## config.mk

```make
export PLATFORM = sky130hd
export DESIGN_NAME = bin_slot_alloc
export DESIGN_NICKNAME = d
export VERILOG_FILES = /design/src/rtl/bin_slot_alloc.sv
export SDC_FILE = /design/constraint.sdc
export NUM_CORES = 1
export LEC_CHECK = 0
export ABC_AREA = 1
export CAP_MARGIN = 20
export CORE_MARGIN = 4
export CORE_UTILIZATION = 42
export DETAILED_ROUTE_END_ITERATION = 8
export PLACE_DENSITY = 0.78
export SLEW_MARGIN = 20
export SYNTH_ARGS = -nofsm -noshare
export SYNTH_HDL_FRONTEND = slang
export SYNTH_HIERARCHICAL = 1
export SYNTH_SLANG_ARGS = --single-unit
export TNS_END_PERCENT = 5
```

## constraint.sdc

```tcl
create_clock -name clk -period 9.4 [get_ports clk]
set_input_delay 0.94 -clock clk [delete_from_list [all_inputs] [get_ports clk]]
set_output_delay 0.94 -clock clk [all_outputs]
set_load 0.02 [all_outputs]
```

## src/rtl/bin_slot_alloc.sv

```systemverilog
// Slot allocator: busy bitmap with one registered grant per cycle and release by
// binary index. Contains bin2oht_tree, the binary-to-one-hot decoder it shares with downstream logic.

module bin2oht_tree #(
    parameter int WIDTH = 32,
    parameter int SPLIT = 2
) (
    input  logic                     vld,
    input  logic [$clog2(WIDTH)-1:0] bin,
    output logic [WIDTH-1:0]         oht
);
    localparam int W_LOG = $clog2(WIDTH);
    localparam int HI_W  = $clog2(SPLIT);
    localparam int LO_W  = W_LOG - HI_W;
    localparam int GROUP = WIDTH / SPLIT;

    // Two-level decode: the upper bits select one of SPLIT groups, the lower bits
    // select the entry inside the group, and the two one-hots are ANDed.
    logic [SPLIT-1:0] hi_oht;

    for (genvar g = 0; g < SPLIT; g++) begin : g_hi
        assign hi_oht[g] = vld && (bin[W_LOG-1 -: HI_W] == HI_W'(g));
    end

    if (LO_W == 0) begin : g_flat
        assign oht = hi_oht;
    end else begin : g_tree
        logic [GROUP-1:0] lo_oht;
        for (genvar l = 0; l < GROUP; l++) begin : g_lo
            assign lo_oht[l] = (bin[LO_W-1:0] == LO_W'(l));
        end
        for (genvar g = 0; g < SPLIT; g++) begin : g_grp
            for (genvar l = 0; l < GROUP; l++) begin : g_ent
                assign oht[g*GROUP+l] = hi_oht[g] & lo_oht[l];
            end
        end
    end
endmodule

module bin_slot_alloc #(
    parameter int WIDTH  = 32,
    parameter int SPLIT  = 2,
    parameter int POLICY = 0,
    localparam int WIDTH_LOG = $clog2(WIDTH)
) (
    input  logic                 clk,
    input  logic                 rst_n,
    input  logic                 alloc_req,
    output logic                 alloc_rdy,
    output logic                 alloc_vld,
    output logic [WIDTH_LOG-1:0] alloc_bin,
    input  logic                 free_vld,
    input  logic [WIDTH_LOG-1:0] free_bin,
    output logic [WIDTH-1:0]     busy,
    output logic [WIDTH_LOG:0]   cnt,
    output logic                 err
);
    localparam int CNT_W = WIDTH_LOG + 1;

    logic [WIDTH-1:0]     busy_q, busy_d;
    logic [CNT_W-1:0]     cnt_q, cnt_d;
    logic                 alloc_vld_q, alloc_vld_d;
    logic [WIDTH_LOG-1:0] alloc_bin_q, alloc_bin_d;
    logic [WIDTH_LOG-1:0] ptr_q, ptr_d;
    logic                 err_q, err_d;

    logic [WIDTH_LOG-1:0] base;
    logic [WIDTH_LOG-1:0] idx;
    logic [WIDTH_LOG-1:0] sel_bin;
    logic                 found;
    logic                 grant;
    logic                 free_ok;
    logic [WIDTH-1:0]     set_mask;
    logic [WIDTH-1:0]     free_mask;

    assign alloc_rdy = |(~busy_q);
    assign grant     = alloc_req && alloc_rdy;
    assign free_ok   = free_vld && busy_q[free_bin];

    // Lowest-index policy is the round-robin search anchored at WIDTH-1, so both
    // share one scan; the anchor itself is the last candidate visited.
    always_comb begin
        base    = (POLICY == 1) ? ptr_q : {WIDTH_LOG{1'b1}};
        idx     = '0;
        sel_bin = '0;
        found   = 1'b0;
        for (int k = 1; k <= WIDTH; k++) begin
            idx = base + WIDTH_LOG'(k);
            if (!found && !busy_q[idx]) begin
                sel_bin = idx;
                found   = 1'b1;
            end
        end
    end

    bin2oht_tree #(
        .WIDTH (WIDTH),
        .SPLIT (SPLIT)
    ) u_free_dec (
        .vld (free_vld),
        .bin (free_bin),
        .oht (free_mask)
    );

    assign set_mask = grant ? (WIDTH'(1) << sel_bin) : '0;

    // A grant only picks a clear bit and a release only matters on a set bit, so
    // the two masks never collide and the freed slot waits a cycle to be eligible.
    always_comb begin
        busy_d      = (busy_q & ~free_mask) | set_mask;
        alloc_vld_d = grant;
        alloc_bin_d = grant ? sel_bin : alloc_bin_q;
        ptr_d       = grant ? sel_bin : ptr_q;
        err_d       = err_q | (free_vld && !busy_q[free_bin]);
        cnt_d       = cnt_q;
        case ({grant, free_ok})
            2'b10:   cnt_d = cnt_q + CNT_W'(1);
            2'b01:   cnt_d = cnt_q - CNT_W'(1);
            default: cnt_d = cnt_q;
        endcase
    end

    always_ff @(posedge clk or negedge rst_n) begin
        if (!rst_n) begin
            busy_q      <= '0;
            cnt_q       <= '0;
            alloc_vld_q <= 1'b0;
            alloc_bin_q <= '0;
            ptr_q       <= {WIDTH_LOG{1'b1}};
            err_q       <= 1'b0;
        end else begin
            busy_q      <= busy_d;
            cnt_q       <= cnt_d;
            alloc_vld_q <= alloc_vld_d;
            alloc_bin_q <= alloc_bin_d;
            ptr_q       <= ptr_d;
            err_q       <= err_d;
        end
    end

    assign busy      = busy_q;
    assign cnt       = cnt_q;
    assign alloc_vld = alloc_vld_q;
    assign alloc_bin = alloc_bin_q;
    assign err       = err_q;
endmodule

```

==> flow_summary.ini <==
[clock_network]
clock_latency_ns = 0.30
post_cts_buffers = 0
cts_buffers = 5
cts_buffer_depth = 2
htreeDepth = 2
cts.sinks = 45
tritoncts = yes
clk_pin_slew_ns = 0.08
root_buffer = clkbuf_8
hold_buffers = 0
cts_resized = 0

[critical_path]
crit_path_top_delay_cell = clkdlybuf4s50_1
slowest_delay_ns = 0.65
cp.buffers_inverters = 3
crit_required_ns = 9.58
setup.worst_path.end_class = register
crit_type = input pin to register
crit_chain = clkdlybuf4s50_1, inv_1, o21ai_0, a21oi_1, a21oi_1, o21ai_0, nand2_1, o21ai_0, nor2_1, ha_1, ha_1, a21oi_1, inv_1, a31oi_1, nor2_1, nor2_1, nor2_1, o21ai_0, nand3_1, xnor2_1
start_kind = input pin
path_delay_family = buffers and inverters
critPathArrivalTime_ns = 4.70
cp_max_fo = 22

[job]
cap_violations = 0

[drt]
dr.pass1.iters = 5
antenna_left = 0
route.detailed.wl_per_inst_um = 16.3
initialDrtViolationCount = 250
vias = 3422
viasPerCell = 5.57
drc = 0
wirelength_mm = 10.0

[sta]
hold_viol_final = 0
drv_slew = 0
rsz0062_at_grt = no
setup_ws_ns = 4.88
timing.setup.tns_ns = 0
maxSlewHeadroom_pct = 46.5
skew_ns = 0.00722
holdWs_ns = 0.478
finalCriticalPeriod_ns = 4.52
fmax_ghz = 0.221
finalSetupViolCount = 0
worst_pin_slew_ns = 0.801
fin_crit_sh_pct = 48.1

[synth]
syn_area_per_cell_um2 = 6.91
synthTopCellsByCount = nor2_1 (69), inv_1 (68), nand2_1 (67), o21ai_0 (53), dfrtp_1 (45)
ys.flop_type = dfrtp_1
synthArstFlopShare_pct = 100
ys_top_cells_by_area = dfrtp_1 (35%), o21ai_0 (8.2%), nor2_1 (8.0%), inv_1 (7.9%), nand2_1 (7.8%)
ys_ff_latch = 45
synth_top_family_by_area = simple AND/OR/NAND/NOR gates
synth_top_area_share_pct = 34.9
syn_inst = 467
synth-simple-area-share_pct = 35.5
syn_area_um2 = 3230
synth_edf_count = 0
synthesis.nets = 482
synth.most_common_cell = nor2_1
synth_compound_area_share_pct = 16.3
yosysTopAreaCell = dfrtp_1
yosysSeqAreaShare_pct = 34.9
yosys_warnings = 6
synthAdderAreaFrac_pct = 2.56
synth_cell_types = 34
synth_xor_area_share_pct = 0.543
synth_mux_area_share_pct = 0.310

[place]
post_dp_cell_area_um2 = 3820
place.gp.congestion = 1.02
io_buffers = 54
dp.cells = 607
pre_cts_ws_ns = 4.61
hpwlAfterDp_mm = 7.70

[floorplan]
coreArea_um2 = 7370
num_rows = 31
die-area_um2 = 9150
initial_core_util_pct = 43.8
die_y_um = 95.6
fp.dieW_um = 95.6
design.portCount = 55

[cells_and_area]
layout-drive-gt1-share_pct = 6.21
antenna_cells = 0
syn2layout_area_growth_pct = 21.3
num-nets-final = 530
utilization_pct = 53.1
fill_cells = 765
stdcell_area_um2 = 3910
finalNonFillerCells = 614
multi_input_area_um2 = 1780
layout.area.seq_um2 = 1130

[grt]
grt_first_pass_wirelength_mm = 16.9
grt_pass1_vias = 3381
grt_use_total_pct = 23.8
grt_max_degree = 46
antenna_found_initial = 0
grt_remaining_overflow = 0

[outcome]
outcome = finished, final reports clean

[pwr]
power.density_nw_per_um2 = 288
power_leakage_nw = 1.75
power_mw = 1.13
ir_worst_vdd_v = 0.000170

[hold_path]
hold_class = register to register
## power by group
group	leakage [nW]	internal (mW)	switching, mW
Clock	0.0443	0.0585	0.0651
Combinational	1.19	0.249	0.387
Sequential	0.518	0.263	0.104
## flip-flops by register name (all words and copies together) (netlist names)
signal and flops:
err 1, alloc_bin 5, busy 32, alloc_vld 1, cnt 6
## worst reg2reg max path: stages, from the launching register on
cell and delay (ns):
dfrtp_1 0.49, inv_1 0.17, nor4_1 0.31, nand2_1 0.11, nor3_1 0.28, nand2_1 0.09
nand2_1 0.54, ha_1 0.39, ha_1 0.31, a21oi_1 0.14, inv_1 0.06, a31oi_1 0.17
nor2_1 0.08, nor2_1 0.09, nor2_1 0.06, o21ai_0 0.16, nand3_1 0.12, xnor2_1 0.14
## cell usage in the layout (no fill, tap or decap), drive strengths merged
cell type	count
clkbuf	7
a211oi	1
clkdlybuf4s50	53
xnor2	2
mux2i	1
dfrtp	45
nand2	68
nand3	39
a31oi	3
nor3	11
ha	5
nand4	25
fa	1
nor4	5
a41oi	1
o41ai	2
clkinv	1
o22ai	9
inv	68
o21ai	53
a21oi	27
buf	1
a21o	1
nor2	83
or2	2
a22o	1
## worst paths after layout
| check | from | end | slack (ns) | cells past startpoint |
|---|---|---|---|---|
| max reg2reg | busy[23]$_DFF_PN0_ | cnt[5]$_DFFE_PN0P_ | 5.58 | 17 |
| min in group asynchronous | rst_n | alloc_vld$_DFF_PN0_ | 0.64 | 1 |
| max | free_bin[0] | cnt[5]$_DFFE_PN0P_ | 4.88 | 20 |
| min reg2reg | err$_DFF_PN0_ | err$_DFF_PN0_ | 0.48 | 1 |
| max in group asynchronous | rst_n | busy[29]$_DFF_PN0_ | 8.37 | 1 |
| min | err$_DFF_PN0_ | err$_DFF_PN0_ | 0.48 | 1 |
## cells by family (layout without fill, tap and decap cells)
family | after synthesis | after routing
AND/OR/NAND/NOR | 233 | 233
multiplexers | 1 | 1
AO/OA/AOI/OAI | 98 | 98
adder cells (fa/ha/maj) | 6 | 6
XOR/XNOR | 2 | 2
flip-flops | 45 | 45
buffers and inverters | 82 | 130
## layout make-up
cell class	instances	share of cell area, %
well taps	99	3.16
multi-input cells	340	45.5
clock buffers	7	2.21
repair buffers	54	13.7
flip-flops and latches	45	28.8
inverters	69	6.62
## per-layer routing
metal  track usage (%)  vias up  wire, um
met1              31.9     1586      4320
met3              4.34       22       787
met4              9.60        0       296
met5                 0        -         0
met2              37.9      151      4600
li1                  -     1663         -
(Power assumes the default switching activity.)
